==> src/rtl/audio_dac_tx.sv <==
// audio_dac_tx: I2S transmitter for the codec DAC path.
// Accepts stereo sample pairs through a one-deep valid/ready holding register,
// derives BCLK/LRCLK from the system clock and shifts each word out MSB first.
// Optional feature macro: AUDIO_TX_LEFT_JUSTIFIED_EN selects left-justified
// placement (no one-bit delay) instead of I2S placement.
module audio_dac_tx #(
    parameter int DATA_WIDTH = 16,
    parameter int SLOT_BITS  = 32,
    parameter int BCLK_DIV   = 4
) (
    input  logic                  clk,
    input  logic                  rst_n,
    input  logic [DATA_WIDTH-1:0] audio_left_in,
    input  logic [DATA_WIDTH-1:0] audio_right_in,
    input  logic                  sample_valid,
    output logic                  sample_ready,
    output logic                  sample_req,
    output logic                  underrun,
    output logic                  bclk,
    output logic                  lrclk,
    output logic                  dacdat
);

    // Counter widths; a divider of 1 still needs a one-bit counter.
    localparam int DIV_W = (BCLK_DIV > 1) ? $clog2(BCLK_DIV) : 1;
    localparam int CNT_W = $clog2(2 * SLOT_BITS);

    localparam logic [DIV_W-1:0]      DIV_LAST = DIV_W'(BCLK_DIV - 1);
    localparam logic [CNT_W-1:0]      CNT_LAST = CNT_W'(2 * SLOT_BITS - 1);
    localparam logic [CNT_W-1:0]      SLOT_LEN = CNT_W'(SLOT_BITS);
    localparam logic [CNT_W-1:0]      WORD_LEN = CNT_W'(DATA_WIDTH);
    localparam logic [DATA_WIDTH-1:0] TOP_BIT  = {1'b1, {(DATA_WIDTH-1){1'b0}}};

    // Bit clock divider
    logic [DIV_W-1:0] divCnt_q, divCnt_d;
    logic             bclk_q, bclk_d;
    logic             divTerm;
    logic             fallEdge;

    // Frame position
    logic [CNT_W-1:0] bitCnt_q, bitCnt_d;
    logic             frameStart;

    // Holding register (upstream side)
    logic                  holdFull_q, holdFull_d;
    logic [DATA_WIDTH-1:0] holdLeft_q, holdLeft_d;
    logic [DATA_WIDTH-1:0] holdRight_q, holdRight_d;
    logic                  accept;

    // Words being transmitted in the current frame
    logic [DATA_WIDTH-1:0] txLeft_q, txLeft_d;
    logic [DATA_WIDTH-1:0] txRight_q, txRight_d;

    // Registered strobes and serial outputs
    logic sampleReq_q, sampleReq_d;
    logic underrun_q, underrun_d;
    logic lrclk_q, lrclk_d;
    logic dacdat_q, dacdat_d;

    // Serial bit selection helpers
    logic                  inRight;
    logic [CNT_W-1:0]      slotIdx;
    logic [DATA_WIDTH-1:0] slotWord;
    logic [DATA_WIDTH-1:0] bitMask;
    logic                  serialBit;

    // Divide the system clock down to BCLK; a falling edge is a terminal count with bclk high.
    always_comb begin
        divTerm  = (divCnt_q == DIV_LAST);
        divCnt_d = divTerm ? '0 : divCnt_q + DIV_W'(1);
        bclk_d   = divTerm ? ~bclk_q : bclk_q;
        fallEdge = divTerm && bclk_q;
    end

    // Advance the frame bit counter once per BCLK falling edge, wrapping at the frame end.
    always_comb begin
        bitCnt_d   = bitCnt_q;
        frameStart = fallEdge && (bitCnt_q == CNT_LAST);
        if (fallEdge) begin
            bitCnt_d = (bitCnt_q == CNT_LAST) ? '0 : bitCnt_q + CNT_W'(1);
        end
    end

    // Holding register handshake and frame-start load; the load looks at the pre-edge register,
    // so a pair accepted on the frame-start cycle waits for the following frame.
    always_comb begin
        holdFull_d  = holdFull_q;
        holdLeft_d  = holdLeft_q;
        holdRight_d = holdRight_q;
        txLeft_d    = txLeft_q;
        txRight_d   = txRight_q;
        sampleReq_d = 1'b0;
        underrun_d  = 1'b0;
        accept      = sample_valid && !holdFull_q;

        if (frameStart) begin
            sampleReq_d = 1'b1;
            if (holdFull_q) begin
                txLeft_d   = holdLeft_q;
                txRight_d  = holdRight_q;
                holdFull_d = 1'b0;
            end else begin
                txLeft_d   = '0;
                txRight_d  = '0;
                underrun_d = 1'b1;
            end
        end

        if (accept) begin
            holdFull_d  = 1'b1;
            holdLeft_d  = audio_left_in;
            holdRight_d = audio_right_in;
        end
    end

    // Pick the serial bit for the position the counter moves to, using the words valid from this edge on.
    always_comb begin
        lrclk_d   = lrclk_q;
        dacdat_d  = dacdat_q;
        inRight   = (bitCnt_d >= SLOT_LEN);
        slotIdx   = inRight ? (bitCnt_d - SLOT_LEN) : bitCnt_d;
        slotWord  = inRight ? txRight_d : txLeft_d;
        bitMask   = '0;
`ifdef AUDIO_TX_LEFT_JUSTIFIED_EN
        if (slotIdx < WORD_LEN) begin
            bitMask = TOP_BIT >> slotIdx;
        end
`else
        if ((slotIdx >= CNT_W'(1)) && (slotIdx <= WORD_LEN)) begin
            bitMask = TOP_BIT >> (slotIdx - CNT_W'(1));
        end
`endif
        serialBit = |(slotWord & bitMask);

        if (fallEdge) begin
            lrclk_d  = inRight;
            dacdat_d = serialBit;
        end
    end

    // State register with synchronous active-low reset; reset aborts any frame in progress.
    always_ff @(posedge clk) begin
        if (!rst_n) begin
            divCnt_q    <= '0;
            bclk_q      <= 1'b0;
            bitCnt_q    <= '0;
            holdFull_q  <= 1'b0;
            holdLeft_q  <= '0;
            holdRight_q <= '0;
            txLeft_q    <= '0;
            txRight_q   <= '0;
            sampleReq_q <= 1'b0;
            underrun_q  <= 1'b0;
            lrclk_q     <= 1'b0;
            dacdat_q    <= 1'b0;
        end else begin
            divCnt_q    <= divCnt_d;
            bclk_q      <= bclk_d;
            bitCnt_q    <= bitCnt_d;
            holdFull_q  <= holdFull_d;
            holdLeft_q  <= holdLeft_d;
            holdRight_q <= holdRight_d;
            txLeft_q    <= txLeft_d;
            txRight_q   <= txRight_d;
            sampleReq_q <= sampleReq_d;
            underrun_q  <= underrun_d;
            lrclk_q     <= lrclk_d;
            dacdat_q    <= dacdat_d;
        end
    end

    assign sample_ready = ~holdFull_q;
    assign sample_req   = sampleReq_q;
    assign underrun     = underrun_q;
    assign bclk         = bclk_q;
    assign lrclk        = lrclk_q;
    assign dacdat       = dacdat_q;

endmodule

==> config.mk <==
export PLATFORM = sky130hd
export DESIGN_NAME = audio_dac_tx
export DESIGN_NICKNAME = d
export VERILOG_FILES = /design/src/rtl/audio_dac_tx.sv
export SDC_FILE = /design/constraint.sdc
export NUM_CORES = 1
export LEC_CHECK = 0
export BUFFER_PORTS_ARGS = -buffer_cell sky130_fd_sc_hd__buf_2
export CAP_MARGIN = 20
export CORE_MARGIN = 1.5
export CORE_UTILIZATION = 30
export DETAILED_ROUTE_END_ITERATION = 16
export SLEW_MARGIN = 10
export SYNTH_ARGS = -nofsm -noshare
export SYNTH_HDL_FRONTEND = slang
export SYNTH_SLANG_ARGS = --single-unit
export TNS_END_PERCENT = 30
==> constraint.sdc <==
create_clock -name clk -period 3.2 [get_ports clk]
set_clock_uncertainty 0.05 [all_clocks]
set_input_delay 0.16 -clock clk [delete_from_list [all_inputs] [get_ports clk]]
set_output_delay 0.16 -clock clk [all_outputs]
set_load 0.05 [all_outputs]
==> results.md <==
- Die Width: 110.7 um
- Final ANT Viol Nets: 0
- Iter 0 DRT Violations: 117
- Max-slew violation count: 0
- Vias in the first global route: 2929
- Primary FF master, synth: dfxtp_1
- VDD IR max: 271.5 uV
- Routed wire length: 8.470 mm
- Synthesis-stage register bit count: 78
- Num CTS Buffers: 9
- Core area: 11370 um2
- IO Count: 41
- CTS resizes: 0
- CP Class: flop to flop
- Routed WL per cell: 13.75 um
- Crit path time final: 3.033 ns
- Clk pwr share: about 45%
- Status: finished, final reports clean
- Cell variety after synth: 49
- R2R Setup Slk: between 0.15 and 0.2 ns
- H-tree depth: 3
- Area of the die: 12250 um2
- Hold Crit Class: primary input to flop
- Unrepaired setup endpoints after global routing: no
- Worst-path clk slew: 0.06 ns
- Initial antenna violation count: 0
- Seq/Total Area, Yosys: about 45%
- CTS Buffer Depth: 2
- Fmax achieved: 0.3297 GHz
- Share of cells above drive strength 1: 17.55%
- Power per cell area: 506.2 nW/um2
- Post-Synthesis Cells: 435
- Synthesized area: around 3500 um2
- Setup TNS: 0 ns
- GP Congestion: 0.9179
- Initial core utilization: a little under a third
- Int Pwr: 1.580 mW
- Sequential Power Share: 48.8%
- Rel. slew slack: 63.79%
- Critical path fanouts, max: 4
- Crit share post-route: 94.80%
- Global-route wire length before repair: 14.37 mm
- Synthesized Nets: 474
- DRC Markers: 0
- Largest net degree at the start of global routing: 66
- # clock sinks: 78
- Switching fraction of total power: 24.21%
- Gate power share: 6.7%
- Ant diodes: 0
- Sw power: 0.5049 mW
- Grt ovf: 0
- Layout fillers: 1189
- Nets: 507
- Req. time, crit path: 3.40 ns
- Final setup fails: 0
- Hpwl dp: 5.833 mm
- Die Ht: 110.7 um
- EDFF count, synth: 0
- Yosys warns: 0
- Worst Max-Slew Pin Slew: ~0.54 ns
- Worst Setup End Kind: flop
- Pre-antenna DRT Iters: 4
- Critical path arrival: 3.24 ns
- Startpoint Class: flop
- Final hold vios: 0
- Post-synth ARST share: 0%
- Clk_lat worst skew: 0.34 ns
- Root buffer cell: clkbuf_16
- I/O Buffers: 40
- Max-cap viol count: 0
- LEAKAGE: 1.537 nW
- Vias per Instance: 4.963
- Minimum hold slack: 0.007911 ns
- Vias: roughly 3100
- Area Growth Syn to Fin: 18.42%
- All-layer global routing usage: about 14%
- Avg Synthesized Cell Area: approximately 8.0 um2
- CTS tree: yes
- Std cell rows: 39
[cells in the final DEF (no fill, tap or decap), drive strengths merged, types with 2 or more instances in the layout]
master,netlist,layout
nand2,105,105
clkinv,1,4
a31oi,2,2
buf,13,55
o21ai,20,20
nor2,25,25
o211ai,3,3
inv,7,8
mux2,4,4
o311ai,2,2
xnor2,5,5
and3,2,2
a21oi,61,61
o31ai,3,3
nand4,2,2
ha,4,4
dfxtp,78,78
mux4,4,4
clkbuf,21,11
and3b,2,2
and2,13,13
a221o,2,2
nand3,13,13
mux2i,5,5
nor3,19,19
[synth_stat cells (all sizes together), types with 2 or more instances]
| cell | count | area share [%] |
|---|---|---|
| and3 | 2 | 0.36 |
| mux2 | 4 | 1.3 |
| dfxtp | 78 | 45 |
| nand2 | 105 | 11 |
| xnor2 | 5 | 1.3 |
| nor2 | 25 | 2.7 |
| nand3 | 13 | 1.9 |
| inv | 7 | 0.76 |
| nor3 | 19 | 2.7 |
| clkbuf | 21 | 2.3 |
| mux2i | 5 | 1.4 |
| mux4 | 4 | 2.6 |
| nand4 | 2 | 0.36 |
| o211ai | 3 | 0.79 |
| and3b | 2 | 0.50 |
| and2 | 13 | 2.3 |
| o21ai | 20 | 2.9 |
| ha | 4 | 1.4 |
| a221o | 2 | 0.58 |
| a31oi | 2 | 0.36 |
| o31ai | 3 | 0.79 |
| o311ai | 2 | 0.50 |
| buf | 13 | 2.3 |
| a21oi | 61 | 8.8 |
[per-stage QoR]
step	std cells	instance area [um2]	setup WS (ns)	total power, mW	utilization, %
2_1_floorplan	435	3485	0.02020	1.127	-
3_3_place_gp	597	3806	0.2886	1.170	33.48
3_5_place_dp	597	3806	0.1761	1.175	33.48
4_1_cts	614	4084	0.1639	2.099	35.92
5_1_grt	616	4119	0.007255	2.172	36.23
6_report	616	4119	0.1665	2.085	36.23
[per-layer routing]
metal  up-vias  global-route usage, %  wire length, um
li1       1554                      -                -
met1      1423                  19.48             3997
met2        68                  22.84             4010
met3        12                  2.843              318
met4         0                  5.812              144
met5         -                      0                0
[worst max-delay path: stages, from the launching register on]
cell and delay (ns):
dfxtp_1 0.31, ha_1 0.21, nand2_1 0.10, mux2_2 0.38, inv_1 0.12, ha_1 0.15
inv_1 0.07, xnor3_1 0.30, nand2b_1 0.10, or4_1 0.41, a221o_1 0.37, o211a_1 0.14
o31ai_2 0.23
[registers in the layout, summed over array words and instances (netlist names)]
name and cells:
txLeft_q 16, holdLeft_q 16, lrclk 1, txRight_q 16, bclk 1, holdFull_q 1
underrun 1, sample_req 1, holdRight_q 16, divCnt_q 2, dacdat 1, bitCnt_q 6
[worst paths after layout]
kind,end,cells after the start,startpoint
hold reg to reg,divCnt_q[0],1,divCnt_q[0]
setup / recovery,dacdat,12,divCnt_q[0]
setup reg to reg,dacdat,12,divCnt_q[0]
hold / removal,holdRight_q[11],3,audio_right_in[11]
[cell families after synthesis]
family	Yosys count	share of synthesized area, %
AOI/OAI and AO/OA	103	17.09
xor gates and xnor gates	6	1.906
adders and majority gates	4	1.439
buffers and inverters	42	5.396
DFF	78	44.89
muxes	13	5.324
and+or+nand+nor	189	23.96
[area by class of cell]
class,count,area [um2],area share [%]
Clock inverter,5,35.03,0.8505
Multi-Input combinational cell,315,1738,42.19
Clock buffer,11,232.7,5.650
Sequential cell,78,1562,37.91
Timing Repair Buffer,56,342.8,8.323
Inverter,8,30.03,0.7290
Tap cell,143,178.9,4.344
[what timing repair did]
action | CTS | global route
hold endpoints to repair | 1 | 0
hold buffers | 1 | 0
buffers inserted | 0 | 0
[power groups by stage]
stage	registers [mW]	clock network (mW)	logic (mW)
2_1_floorplan	1.04	0	0.0902
3_3_place_gp	1.04	0	0.131
3_5_place_dp	1.04	0	0.135
4_1_cts	1.02	0.943	0.137
5_1_grt	1.02	0.991	0.159
6_report	1.02	0.927	0.140
No activity file was read; power rests on OpenSTA's default activity.
